<file path="src/rtl/acumulador_suma.sv">
// rtl/acumulador_suma.sv - sequential accumulator over a valid/ready operand stream
// Optional build macro: SATURACION_EN (saturate acc to all ones on adder carry-out).

module suma_parametrizable #(
  parameter int N = 4
) (
  input  logic [N-1:0] a,
  input  logic [N-1:0] b,
  input  logic         cin,
  output logic [N-1:0] suma,
  output logic         cout
);

  logic [N:0] total;

  always_comb begin
    total = {1'b0, a} + {1'b0, b} + {{N{1'b0}}, cin};
  end

  assign suma = total[N-1:0];
  assign cout = total[N];

endmodule

module acumulador_suma #(
  parameter int N     = 4,
  parameter int CNT_W = 4
) (
  input  logic             clk,
  input  logic             rst,
  input  logic             inicio,
  input  logic [N-1:0]     dato,
  input  logic             dato_valid,
  output logic             dato_ready,
  input  logic             fin,
  output logic [N-1:0]     acc,
  output logic             cout_sticky,
  output logic [CNT_W-1:0] n_ops,
  output logic             zero,
  output logic             listo
);

  typedef enum logic [1:0] {
    IDLE = 2'd0,
    ACUM = 2'd1,
    DONE = 2'd2
  } estado_t;

  estado_t        estado;
  logic [N-1:0]   suma;
  logic           cout;
  logic [N-1:0]   acc_next;
  logic           lleno;
  logic           xfer;

  suma_parametrizable #(.N(N)) u_suma (
    .a    (acc),
    .b    (dato),
    .cin  (1'b0),
    .suma (suma),
    .cout (cout)
  );

  assign lleno      = (n_ops == {CNT_W{1'b1}});
  assign dato_ready = (estado == ACUM) && !inicio && !lleno;
  assign xfer       = dato_valid && dato_ready;
  assign zero       = (acc == '0);

`ifdef SATURACION_EN
  // Once at all ones, any nonzero operand carries out again, so the clamp holds itself.
  assign acc_next = cout ? {N{1'b1}} : suma;
`else
  assign acc_next = suma;
`endif

  always_ff @(posedge clk or posedge rst) begin
    if (rst) begin
      estado      <= IDLE;
      acc         <= '0;
      n_ops       <= '0;
      cout_sticky <= 1'b0;
      listo       <= 1'b0;
    end else if (inicio) begin
      estado      <= ACUM;
      acc         <= '0;
      n_ops       <= '0;
      cout_sticky <= 1'b0;
      listo       <= 1'b0;
    end else begin
      case (estado)
        ACUM: begin
          // An operand arriving together with fin is still folded in.
          if (xfer) begin
            acc         <= acc_next;
            cout_sticky <= cout_sticky | cout;
            n_ops       <= n_ops + 1'b1;
          end
          if (fin) begin
            estado <= DONE;
            listo  <= 1'b1;
          end
        end
        DONE: begin
          listo <= 1'b1;
        end
        default: begin
          listo <= 1'b0;
        end
      endcase
    end
  end

endmodule

</file>
<file path="config.mk">
export PLATFORM = sky130hd
export DESIGN_NAME = acumulador_suma
export DESIGN_NICKNAME = d
export VERILOG_FILES = /design/src/rtl/acumulador_suma.sv
export SDC_FILE = /design/constraint.sdc
export NUM_CORES = 1
export LEC_CHECK = 0
export ABC_AREA = 1
export CAP_MARGIN = 20
export CELL_PAD_IN_SITES_DETAIL_PLACEMENT = 1
export CELL_PAD_IN_SITES_GLOBAL_PLACEMENT = 1
export CORE_MARGIN = 8
export CORE_UTILIZATION = 31
export CTS_BUF_LIST = sky130_fd_sc_hd__clkbuf_4
export DETAILED_ROUTE_END_ITERATION = 8
export GPL_ROUTABILITY_DRIVEN = 0
export PLACE_DENSITY_LB_ADDON = 0.1
export SLEW_MARGIN = 20
export SYNTH_ARGS = -nofsm -noshare
export SYNTH_HDL_FRONTEND = slang
export SYNTH_SLANG_ARGS = --single-unit
export TNS_END_PERCENT = 50
</file>
<file path="constraint.sdc">
create_clock -name clk -period 1.35 [get_ports clk]
set_input_delay 0.27 -clock clk [delete_from_list [all_inputs] [get_ports clk]]
set_output_delay 0.27 -clock clk [all_outputs]
set_load 0.005 [all_outputs]
</file>
==> results.txt <==
The run finished, with violations left. The final reports fail on setup timing. The count of buffers added on input and output ports is 20. The cell count after synthesis came out at 90. The total number of clock tree sinks is 12. The synthesized area divided by synthesized cell count came out at 8.19 um^2. The clock latency on the worst-skew pair is 0.29 ns. The area growth from synthesis to layout is 81.0%. The first-iteration detailed-routing DRC count came out at 12. For this run, the post-layout net count is 158.

The maximum fanout count along the critical path came out at 2. The number of pins exceeding their max-slew limit in the final report was 0. The startpoint type of the worst setup path is a register. The via count of the first global-routing pass is 828. The summed instance area of the synthesized netlist is 737 um^2.

The leading cell type in the layout, fill and taps excluded is sky130_fd_sc_hd__buf_4. The number of placement rows came out at 17. In this run the deepest clock path goes through 2 buffers. The global-route wire length before repair came out at 3.77 mm. The global-route congestion overflow total is 0.

The wire length after detailed routing is 2.71 mm. The worst setup path is of the register to register kind. The chip height is 64.8 um. The CTS H-tree depth came out at 1. The number of antenna violations at the first check in global routing came to 0.

The post-synthesis register bit count is 12. Measured along the x axis, the die boundary spans 64.8 um. The buffer cell driving the clock tree root is sky130_fd_sc_hd__clkbuf_4. The largest net degree at the start of global routing is 10.

The count of yosys warnings during synthesis is 0. The headroom to the max-slew limit is 86.8%. In the post-route analysis, the smallest setup slack over all paths is -0.175 ns.

The sort of element at the end of the critical path is a register. The final hold violation count is 0. The first-pass iteration count of the detailed router is 2. Dividing the detail-routed via count by the number of cells gives 4.80. The time the final worst path needs with I/O delays and setup is 1.52 ns. The required time at the worst-slack endpoint is 1.57 ns.

The remaining antenna violation count after routing came out at 0. In the final routed layout, each cell accounts on average for 16.0 um. The count of distinct cell types in the synthesized netlist is 21. The timing-limited maximum frequency came out at 656 MHz. The core region area came out at 2230 um^2. The net count of the mapped netlist is 106. Of the cells placed in the final design, the portion with a size suffix greater than 1 is 42.6%.

The final routed DRC violation total is 0. TritonCTS built the clock tree. The clock edge transition at the registers on the reported setup and hold paths came out at 0.08 ns.

For this configuration, the core starts out at a cell density of 33.0%. The tool flagged a number of max-cap violations equal to 0. Before CTS, the worst setup slack after placement is -0.461 ns. The via count is 811. Setup repair after global routing could not meet its margin everywhere. The count of endpoints failing setup in the final report is 6.

The worst setup slack for register-to-register paths is -0.17 ns. Leaving out fill and tap cells, the most frequent cells in the layout are sky130_fd_sc_hd__buf_4 (20), sky130_fd_sc_hd__nand2_1 (17), sky130_fd_sc_hd__dfrtp_1 (12), sky130_fd_sc_hd__inv_1 (10), sky130_fd_sc_hd__nor2_1 (10). 21 I/O pins were placed.

The number of antenna cells inserted came out at 0. In this run, CTS created clock tree buffers numbering 3. The part of the Yosys area used for sequential elements came out at 40.7%. The post-route clock period utilization is 113%. The maximum ir drop on the vdd rail is 0.553 mV.

In this run the worst hold path is classified as input pin to async pin. The worst endpoint data arrival time is 1.74 ns. The area of the die came out at 4190 um^2.

The measured slew at the worst slew-check pin is 0.196 ns. The final-layout worst hold slack came out at 0.177 ns. The total global routing track utilization is 11.5%.

The leakage power of the design is 0.663 nW. The HPWL after detailed placement is 1.75 mm. The setup total negative slack is -0.672 ns. The total power density per cell area is 871 nW/um^2. Clock skew on the completed layout was measured at 0.00468 ns.
==> flip-flops by register name (all words and copies together), names as in the netlist <==
register     flops
acc              4
n_ops            4
estado           2
cout_sticky      1
listo            1
==> Yosys cell counts <==
cell	count	area, um^2
sky130_fd_sc_hd__fa_1	1	20.0
sky130_fd_sc_hd__nand2_4	1	11.3
sky130_fd_sc_hd__a21oi_1	4	20.0
sky130_fd_sc_hd__a21oi_2	1	8.76
sky130_fd_sc_hd__nand2_2	2	12.5
sky130_fd_sc_hd__o21ai_0	4	20.0
sky130_fd_sc_hd__dfrtp_1	12	300
sky130_fd_sc_hd__nor4_1	1	6.26
sky130_fd_sc_hd__o21a_1	1	7.51
sky130_fd_sc_hd__buf_6	1	11.3
sky130_fd_sc_hd__nand3_2	1	10.0
sky130_fd_sc_hd__nand3_1	7	35.0
sky130_fd_sc_hd__ha_1	6	75.1
sky130_fd_sc_hd__inv_6	1	8.76
sky130_fd_sc_hd__inv_1	12	45.0
sky130_fd_sc_hd__xor2_1	1	8.76
sky130_fd_sc_hd__xnor2_1	1	8.76
sky130_fd_sc_hd__nand2_1	19	71.3
sky130_fd_sc_hd__nor2_2	1	6.26
sky130_fd_sc_hd__clkinv_2	1	5.00
sky130_fd_sc_hd__nor2_1	12	45.0
==> power breakdown <==
| group | internal (mW) | leakage, nW | switching (mW) |
|---|---|---|---|
| combinational | 0.260 | 0.491 | 0.240 |
| clock | 0.108 | 0.0154 | 0.137 |
| sequential | 0.393 | 0.157 | 0.0240 |
| total | 0.760 | 0.663 | 0.401 |
==> layout make-up <==
class                      count  area (um^2)
clock buffer                   3         22.5
timing repair buffer          46          407
multi-input combinational     64          487
timing repair inverter         1         8.76
fill                         267          900
sequential                    12          300
inverter                      14         70.1
clock inverter                 1         3.75
tap                           28         35.0
==> path summary, 6_finish.rpt <==
kind,end,cells past startpoint,start
max in group asynchronous,acc[0]$_DFFE_PP0P_,3,rst
min reg2reg,listo$_DFFE_PP0P_,1,listo$_DFFE_PP0P_
min,listo$_DFFE_PP0P_,2,rst
min in group clk,listo$_DFFE_PP0P_,1,listo$_DFFE_PP0P_
max reg2reg,cout_sticky$_DFFE_PP0P_,9,acc[0]$_DFFE_PP0P_
max,cout_sticky$_DFFE_PP0P_,9,acc[0]$_DFFE_PP0P_
==> routing by layer <==
metal,vias to the layer above,global-route usage (%),wire length (um)
met4,0,2.45,46
met5,-,0,0
met3,7,5.33,141
met2,16,19.1,1330
li1,386,-,-
met1,402,13.2,1200
==> what timing repair did <==
item	in CTS	in global routing
hold buffers	0	0
gates resized for setup	41	20
pin swaps	6	4
setup endpoints to repair	17	17
setup buffers	6	3
gates cloned	0	2
==> per-stage QoR <==
step | utilization (%) | area (um^2) | instances | power (mW)
floorplan | - | 742 | 90 | 0.598
global placement | 49.5 | 1110 | 154 | 0.799
detailed placement | 49.5 | 1110 | 154 | 0.813
CTS | 54.2 | 1210 | 164 | 1.08
global route | 59.7 | 1330 | 169 | 1.23
finish | 59.7 | 1330 | 169 | 1.16
==> critical path: stages (launching register included) <==
cell and delay, ns:
sky130_fd_sc_hd__dfrtp_1 0.39, sky130_fd_sc_hd__buf_6 0.12, sky130_fd_sc_hd__ha_4 0.14, sky130_fd_sc_hd__inv_2 0.04, sky130_fd_sc_hd__fa_2 0.36, sky130_fd_sc_hd__o21ai_2 0.14, sky130_fd_sc_hd__nand2_1 0.07, sky130_fd_sc_hd__nand2_1 0.06
sky130_fd_sc_hd__nor2_1 0.04, sky130_fd_sc_hd__nor2_1 0.09
==> logic make-up after synthesis <==
group	Yosys count	share of synthesized area, %
AOI/OAI and AO/OA	10	7.64
DFF	12	40.7
adders and majority gates	7	12.9
and+or+nand+nor	44	26.8
xor gates and xnor gates	2	2.38
buffers and inverters	15	9.51
(Power assumes the default switching activity.)
